**config.mk**
```make
export PLATFORM = sky130hd
export DESIGN_NAME = uart_rx_periph
export DESIGN_NICKNAME = d
export VERILOG_FILES = /design/src/rtl/uart_rx_periph_pkg.sv /design/src/rtl/uart_rx_fifo.sv /design/src/rtl/uart_rx_periph.sv
export SDC_FILE = /design/constraint.sdc
export NUM_CORES = 1
export LEC_CHECK = 0
export CAP_MARGIN = 10
export CORE_UTILIZATION = 48
export CTS_CLUSTER_DIAMETER = 80
export DETAILED_ROUTE_END_ITERATION = 10
export PLACE_DENSITY = 0.75
export RECOVER_POWER = 25
export SETUP_SLACK_MARGIN = 0.5
export SLEW_MARGIN = 20
export SYNTH_ARGS = -nofsm -noshare
export SYNTH_HDL_FRONTEND = slang
export SYNTH_SLANG_ARGS = --single-unit
```
**constraint.sdc**
```tcl
create_clock -name clk -period 2.04 [get_ports clk]
set_input_delay 0.204 -clock clk [delete_from_list [all_inputs] [get_ports clk]]
set_output_delay 0.204 -clock clk [all_outputs]
set_load 0.005 [all_outputs]
```
**src/rtl/uart_rx_periph_pkg.sv**
```systemverilog
// Shared definitions for the UART receive peripheral: bus addresses, RX FSM
// state encoding and the read-data formatting helper.
package uart_rx_periph_pkg;

  typedef enum logic [31:0] {
    UART_ADDR = 32'h0000_0070,
    LEDS_ADDR = 32'h0000_0078
  } io_addr_e;

  typedef enum logic [1:0] {
    RX_IDLE  = 2'd0,
    RX_START = 2'd1,
    RX_DATA  = 2'd2,
    RX_STOP  = 2'd3
  } rx_state_e;

  function automatic logic [31:0] zext_byte(input logic [7:0] b);
    return {24'h0, b};
  endfunction

endpackage

```
**src/rtl/uart_rx_fifo.sv**
```systemverilog
// DEPTH x 8 receive FIFO with a combinational head output. A push on a full
// FIFO is accepted only when a pop in the same cycle frees a slot.
module uart_rx_fifo #(
  parameter  int DEPTH = 4,
  localparam int AW    = $clog2(DEPTH),
  localparam int CW    = AW + 1
) (
  input  logic          clk,
  input  logic          rst,
  input  logic          push,
  input  logic          pop,
  input  logic [7:0]    din,
  output logic [7:0]    dout,
  output logic          empty,
  output logic          full,
  output logic [CW-1:0] count
);

  logic [7:0]    mem_q [DEPTH];
  logic [AW-1:0] rd_ptr_q, rd_ptr_d;
  logic [AW-1:0] wr_ptr_q, wr_ptr_d;
  logic [CW-1:0] count_q, count_d;
  logic          pop_ok;
  logic          push_ok;

  assign empty = (count_q == '0);
  assign full  = (count_q == CW'(DEPTH));
  assign count = count_q;
  assign dout  = mem_q[rd_ptr_q];

  always_comb begin
    pop_ok   = pop && !empty;
    push_ok  = push && (!full || pop_ok);
    rd_ptr_d = rd_ptr_q + AW'(pop_ok);
    wr_ptr_d = wr_ptr_q + AW'(push_ok);
    count_d  = count_q + CW'(push_ok) - CW'(pop_ok);
  end

  always_ff @(posedge clk) begin
    if (rst) begin
      rd_ptr_q <= '0;
      wr_ptr_q <= '0;
      count_q  <= '0;
    end else begin
      rd_ptr_q <= rd_ptr_d;
      wr_ptr_q <= wr_ptr_d;
      count_q  <= count_d;
    end
  end

  // Storage needs no reset; entries are only visible once counted in.
  always_ff @(posedge clk) begin
    if (push_ok) begin
      mem_q[wr_ptr_q] <= din;
    end
  end

endmodule

```
**src/rtl/uart_rx_periph.sv**
```systemverilog
// Memory-mapped 8N1 UART receiver: rx synchroniser, mid-bit sampling FSM,
// receive FIFO, sticky error flags and the byte-available interrupt pulse.
module uart_rx_periph
  import uart_rx_periph_pkg::*;
#(
  parameter int CLK_DIV    = 16,
  parameter int FIFO_DEPTH = 4
) (
  input  logic        clk,
  input  logic        rst,
  input  logic        rx,
  input  logic        load_uart,
  input  logic        uart_read_end,
  input  logic        err_clr,
  output logic [31:0] rd_data,
  output logic        int_sig,
  output logic        rx_empty,
  output logic        frame_err,
  output logic        overrun
);

  localparam int BW = $clog2(CLK_DIV);
  localparam int CW = $clog2(FIFO_DEPTH) + 1;
  localparam logic [BW-1:0] HALF_LOAD = BW'(CLK_DIV / 2 - 1);
  localparam logic [BW-1:0] FULL_LOAD = BW'(CLK_DIV - 1);

  logic          sync1_q, sync1_d;
  logic          sync2_q, sync2_d;
  rx_state_e     state_q, state_d;
  logic [BW-1:0] baud_q, baud_d;
  logic [2:0]    bit_idx_q, bit_idx_d;
  logic [7:0]    shift_q, shift_d;
  logic          int_q, int_d;
  logic          pend_q, pend_d;
  logic          frame_err_q, frame_err_d;
  logic          overrun_q, overrun_d;

  logic          push_req;
  logic          ferr_set;
  logic          pop_ok;
  logic          push_acc;
  logic          int_event;
  logic [7:0]    fifo_dout;
  logic          fifo_empty;
  logic          fifo_full;
  logic [CW-1:0] fifo_count;

  // rd_data is always driven from the head; load_uart only tells the CPU when to latch it.
  logic unused_load_uart;
  assign unused_load_uart = load_uart;

  uart_rx_fifo #(
    .DEPTH (FIFO_DEPTH)
  ) u_fifo (
    .clk   (clk),
    .rst   (rst),
    .push  (push_req),
    .pop   (uart_read_end),
    .din   (shift_q),
    .dout  (fifo_dout),
    .empty (fifo_empty),
    .full  (fifo_full),
    .count (fifo_count)
  );

  always_comb begin
    sync1_d   = rx;
    sync2_d   = sync1_q;
    state_d   = state_q;
    baud_d    = baud_q;
    bit_idx_d = bit_idx_q;
    shift_d   = shift_q;
    push_req  = 1'b0;
    ferr_set  = 1'b0;

    case (state_q)
      RX_IDLE: begin
        if (!sync2_q) begin
          state_d = RX_START;
          baud_d  = HALF_LOAD;
        end
      end
      RX_START: begin
        if (baud_q == '0) begin
          if (sync2_q) begin
            state_d = RX_IDLE;
          end else begin
            state_d   = RX_DATA;
            bit_idx_d = 3'd0;
            baud_d    = FULL_LOAD;
          end
        end else begin
          baud_d = baud_q - BW'(1);
        end
      end
      RX_DATA: begin
        if (baud_q == '0) begin
          shift_d = {sync2_q, shift_q[7:1]};
          baud_d  = FULL_LOAD;
          if (bit_idx_q == 3'd7) begin
            state_d = RX_STOP;
          end else begin
            bit_idx_d = bit_idx_q + 3'd1;
          end
        end else begin
          baud_d = baud_q - BW'(1);
        end
      end
      RX_STOP: begin
        if (baud_q == '0) begin
          state_d  = RX_IDLE;
          push_req = sync2_q;
          ferr_set = !sync2_q;
        end else begin
          baud_d = baud_q - BW'(1);
        end
      end
      default: state_d = RX_IDLE;
    endcase

    // A full FIFO only takes the byte if a pop in the same cycle frees a slot.
    pop_ok    = uart_read_end && !fifo_empty;
    push_acc  = push_req && (!fifo_full || pop_ok);
    int_event = push_acc || (pop_ok && (fifo_count > CW'(1)));

    // Keep at least one low cycle between pulses; a blocked event is deferred, not lost.
    int_d  = !int_q && (int_event || pend_q);
    pend_d = (pend_q || int_event) && !int_d;

    frame_err_d = ferr_set ? 1'b1 : (err_clr ? 1'b0 : frame_err_q);
    overrun_d   = (push_req && !push_acc) ? 1'b1 : (err_clr ? 1'b0 : overrun_q);
  end

  always_ff @(posedge clk) begin
    if (rst) begin
      sync1_q     <= 1'b1;
      sync2_q     <= 1'b1;
      state_q     <= RX_IDLE;
      baud_q      <= '0;
      bit_idx_q   <= 3'd0;
      shift_q     <= 8'h00;
      int_q       <= 1'b0;
      pend_q      <= 1'b0;
      frame_err_q <= 1'b0;
      overrun_q   <= 1'b0;
    end else begin
      sync1_q     <= sync1_d;
      sync2_q     <= sync2_d;
      state_q     <= state_d;
      baud_q      <= baud_d;
      bit_idx_q   <= bit_idx_d;
      shift_q     <= shift_d;
      int_q       <= int_d;
      pend_q      <= pend_d;
      frame_err_q <= frame_err_d;
      overrun_q   <= overrun_d;
    end
  end

  assign rd_data   = fifo_empty ? 32'h0 : zext_byte(fifo_dout);
  assign int_sig   = int_q;
  assign rx_empty  = fifo_empty;
  assign frame_err = frame_err_q;
  assign overrun   = overrun_q;

endmodule

```
; ---- After elaboration in Yosys (flattened, before gate mapping)
; Memories as Yosys holds them, arrays and structs flattened. A register that Yosys moved wholly into a read port is not among the register bits.
; Cells that the tools add are included.
[word_totals]
ff_bits = 30
ram_bits = 32
in_bits = 6
out_inout_bits = 36
wordCells = 89
mem_count = 1
[memory_table]
columns = memory, words, word_bits, read_ports, rd_ports_with_merged_regs, wr, line_no
row1 = u_fifo.mem_q, 4, 8, 1, 1, 1, uart_rx_fifo.sv:19  ; logic [7:0] mem_q [DEPTH];
[op_classes]
addsub = 6
magnitude_cmp = 1
n_eq_ne = 14
n_mux = 29
n_reduce_logical = 25
[ops]
columns = op, n
row1 = $mux 4, 5
row2 = $ne 2x2->1 const B, 8
row3 = $pmux 4 s4, 1
row4 = $mux 2, 7
row5 = $mux 3, 4
row6 = $reduce_and 5->1, 2
row7 = $mux 1, 9
row8 = $mux 8, 1
row9 = $pmux 2 s4, 1
row10 = $eq 3x3->1 const B, 2
row11 = $logic_and 1x1->1, 6
row12 = $logic_not 1->1, 6
row13 = $pmux 3 s2, 1
row14 = $reduce_bool 2->1, 3
row15 = $add 2x1->2, 2
row16 = $eq 2x2->1 const B, 2
row17 = $logic_not 4->1, 1
row18 = $sub 4x1->4 const B, 1
row19 = $add 3x1->3, 1
row20 = $add 3x1->3 const B, 1
row21 = $gt 3x1->1 const B, 1
row22 = $logic_not 3->1, 1
row23 = $logic_or 1x1->1, 3
row24 = $ne 3x3->1 const B, 1
row25 = 5 further kinds, 5

; ---- Depth between registers and ports, before layout
[depth]
depth_word = 10
ltp_mapped = 9
ltp_nobuf = 8

; ---- Cells and area by module
; Synthesis repeated with hierarchy kept, for this count alone.
[hier_totals]
cells_unflattened = 244
area_unflattened_um2 = 2855.2
[by_module_without_submodules]
columns = module, instances, cells_each, area_per_inst_um2, seq_area_each_um2
row1 = uart_rx_fifo, 1, 80, 1521.5, 1101.1
row2 = uart_rx_periph, 1, 164, 1333.8, 460.4

; ---- Worst setup path after synthesis
; OpenSTA, ideal clock, no wires.
[synth_path]
path_kind = reg2reg
startpoint = register baud_q[0]
endpoint = memory u_fifo.mem_q[0][0], enable pin
setup_ns = 0.385
t_arrival_ns = 1.721
t_required_ns = 1.655
slack_ns = -0.066
stages_incl_launch_ff = 7
path_buffers = 1
period_less_slack_ns = 2.106
cell_sequence = dfxtp_1 > inv_1 > ha_1 > nor3b_2 > and4b_1 > buf_6 > nor3b_1
[synth_via]
elab_chain_cells = 6
[synth_lines]
columns = element, line_no
row1 = start: declaration, uart_rx_periph.sv:30  ; logic [BW-1:0] baud_q, baud_d;
row2 = start signal: assignment, uart_rx_periph.sv:150  ; baud_q <= baud_d;
row3 = $logic_not 4->1, uart_rx_periph.sv:110  ; if (baud_q == '0) begin
row4 = $mux 1, uart_rx_periph.sv:110
row5 = $mux 1, uart_rx_periph.sv:76  ; case (state_q)
row6 = $logic_and 1x1->1, uart_rx_fifo.sv:33  ; push_ok = push && (!full || pop_ok);
row7 = $mux 1, uart_rx_fifo.sv:53  ; if (push_ok) begin
row8 = $mux 1 (not written as such), uart_rx_fifo.sv:54  ; mem_q[wr_ptr_q] <= din;
row9 = end: declaration, uart_rx_fifo.sv:19
; Every way passes these cells.

==> impl_metrics.yaml <==
outcome:
  outcome: "finished clean"
cts:
  clock_latency_ns: 0.35
  cts_buffers: 9
  cts_root_buf: "clkbuf_8"
  htree_levels: 3
  cts_tree: "yes"
  cts_buffer_depth: 2
  hold_buffers: 0
  cts_sinks: 62
  clk_pin_slew_worst_paths_ns: 0.07
floorplan:
  die-area_um2: 6260
  start_util_pct: 50.9
  rows: 27
  die_h_um: 79.1
  num_io_pins: 42
  dieWidth_um: 79.1
  core-area_um2: 5610
routing:
  wl_per_cell_um: 14.9
  drt_wl_total_um: 5500
  vias: 1899
  viasPerCell: 5.16
  dr.pass1.iters: 4
  antenna_left: 0
  drc: 0
  first_iter_violations: 100
critical_path:
  critical_path_peak_fanout: 5
  r2r_cells: 8
  required_ns: 1.84
  crit_type: "reg -> out"
  start_kind: "flip-flop"
  rrSetupSlack_ns: 0.20
  crit_path_end_kind: "primary output"
  reg2reg_from: "baud_q[0]$_SDFFE_PP0P_"
  rr_endpoint: "u_fifo.mem_q[2][1]$_DFFE_PP_"
  worstPathArrival_ns: 1.70
synthesis:
  synth_cells: 242
  synth-seq-area-share_pct: 54.7
  muxShareOfSynthArea_pct: 6.31
  synth_top_cell_area_share_pct: 33.7
  synth_area_leader_cell: "edfxtp_1"
  syn-cell-area_um2: 2850
  synth_edf_count: 32
  synth_compound_area_share_pct: 8.02
  synth_async_sr_flop_share_pct: 0
  ys_top_cells_by_area: "edfxtp_1 34%, dfxtp_1 21%, buf_4 6.6%"
  synth-xor-area-share_pct: 1.23
  ys_ff_latch: 62
  synth_warnings: 0
  syn-mean-instance-area_um2: 11.8
  ys_types: 47
  yosys.area_share.simple_pct: 14.2
  synthAdderAreaFrac_pct: 5.96
  synth_ff_type: "edfxtp_1"
  synth_top_family_by_area: "simple AND/OR/NAND/NOR gates"
timing:
  slew_viol_final: 0
  min_period_ns: 1.91
  setup_ws_ns: 0.132
  rsz0062_at_grt: "true"
  hold_viol: 0
  fin_worst_skew_ns: 0.0109
  fmax_ghz: 0.524
  timing.final.crit_share_pct: 93.6
  setup_viol: 0
place:
  dpl_cell_area_um2: 3130
  gp_congestion: 0.814
  dp_hpwl_um: 3340
  dp.cells: 329
  preCtsSetupSlack_ns: -0.0556
  numPortBuffers: 16
final_layout:
  nets: 310
  design_area_um2: 3720
  most-common-layout-cells: "32 x edfxtp_1, 24 x conb_1, 23 x nand2_1, 23 x dfxtp_1, 19 x buf_4"
  utilization_pct: 66.4
  diodes: 0
  area_growth_pct: 30.5
  finalNonFillerCells: 368
  drive_above_1_share_pct: 38.9
  final_common_cell: "edfxtp_1"
global_routing:
  grt.overflow.total: 0
  grt_max_degree: 33
  grtUsageTotal_pct: 18.5
  antenna_found_initial: 0
  grt_pass1_wl_um: 8460
  grt_pass1_vias: 1814
power:
  switching_power_w: 0.00130
  vdd_ir_drop_max_uv: 791
  clkPwrFrac_pct: 25.3
  p_leak_nw: 1.40
  p_seq_share_pct: 35.3
  cellPowerDensity_nw_per_um2: 1130
  pwr-share-comb_pct: 39.4
  p_int_w: 0.00289
  netSwitchingFraction_pct: 31.0
run:
  drv_cap: 0
worst_hold_path:
  hold_path.class: "reg -> reg"
  hold_end: "sync2_q$_SDFF_PP1_"
  whs_path_depth: 1
  min-delay-start: "sync1_q$_SDFF_PP1_"
==> cell usage after synthesis, drive strengths merged (2+ instances only) <==
master and count:
a22oi 2, nor3 5, nand4 3, nand3 3
nand2b 6, o21ai 6, inv 8, nor3b 3
nand2 24, xor2 3, nor2 10, mux4 8
buf 31, edfxtp 32, o31ai 2, ha 12
clkbuf 4, or2 2, dfxtp 30, nor2b 3
a21oi 16, and2 9
==> worst max-delay path by stage <==
stage,from,endpoint,cells past startpoint
floorplan,u_fifo.count[2]$_SDFF_PP0_,u_fifo.count[1]$_SDFF_PP0_,7
global placement,uart_read_end,u_fifo.count[1]$_SDFF_PP0_,6
detailed placement,uart_read_end,u_fifo.count[1]$_SDFF_PP0_,6
CTS,u_fifo.rd_ptr_q[0]$_SDFF_PP0_,rd_data[2],5
global route,u_fifo.rd_ptr_q[0]$_SDFF_PP0_,rd_data[2],5
finish,u_fifo.rd_ptr_q[0]$_SDFF_PP0_,rd_data[6],5
==> final cells by class <==
type | instances | area, um^2
Multi-Input combinational cell | 160 | 1340
Clock buffer | 9 | 124
Tap cell | 72 | 90.1
Fill cell | 382 | 1880
Clock inverter | 7 | 72.6
Inverter | 8 | 32.5
Sequential cell | 62 | 1580
Timing Repair Buffer | 50 | 488
==> cell families (layout without fill, tap and decap cells) <==
group / after synthesis / after routing
simple gates: 75 / 75
flops: 62 / 62
buf+inv: 43 / 74
compound gates: 36 / 36
fa+ha+maj: 13 / 13
mux: 8 / 8
xor+xnor: 4 / 4
other cells: 1 / 24
==> registers in the layout, summed over array words and instances (netlist names), named ones only <==
| name | flops |
|---|---|
| int_sig | 1 |
| u_fifo.wr_ptr_q | 2 |
| sync2_q | 1 |
| shift_q | 8 |
| sync1_q | 1 |
| bit_idx_q | 3 |
| u_fifo.count | 3 |
| baud_q | 4 |
| pend_q | 1 |
| frame_err | 1 |
| u_fifo.mem_q | 32 |
| state_q | 1 |
| u_fifo.rd_ptr_q | 2 |
| overrun | 1 |
==> per-stage QoR <==
stage / hold WS (ns) / TNS [ns] / total power [W]
5_1_grt: 0.419 / 0 / 0.00441
6_report: 0.412 / 0 / 0.00419
3_5_place_dp: 0.398 / -0.440 / 0.00263
3_3_place_gp: 0.398 / -0.0642 / 0.00258
4_1_cts: 0.404 / 0 / 0.00400
2_1_floorplan: 0.308 / 0 / 0.00229
==> power groups by stage <==
| stage | Combinational, W | Clock (W) | Sequential [W] |
|---|---|---|---|
| 5_1_grt | 0.00180 | 0.00112 | 0.00149 |
| 2_1_floorplan | 0.000832 | 0 | 0.00146 |
| 3_5_place_dp | 0.00115 | 0 | 0.00148 |
| 6_report | 0.00165 | 0.00106 | 0.00148 |
| 4_1_cts | 0.00147 | 0.00107 | 0.00146 |
| 3_3_place_gp | 0.00111 | 0 | 0.00147 |
==> routing by layer <==
layer  up-vias  global-route usage (%)  part of all wire, %
li1        917                       -                    -
met1       924                    21.0                   41
met4         0                    11.6                  2.1
met2        48                    31.6                   54
met5         -                       0                    0
met3        10                    4.02                  3.2
==> what timing repair did <==
item,in CTS,in global routing
setup endpoints to repair,52,60
gates cloned,1,0
gates resized for setup,69,22
pin swaps,17,14
setup buffers,16,6
==> worst max-delay path: stages, from the launching register on <==
cell and delay, ns:
dfxtp_4 0.38, buf_6 0.11, buf_12 0.11, mux4_2 0.50, and2_1 0.15, buf_2 0.12
No activity file was read; power rests on OpenSTA's default activity.
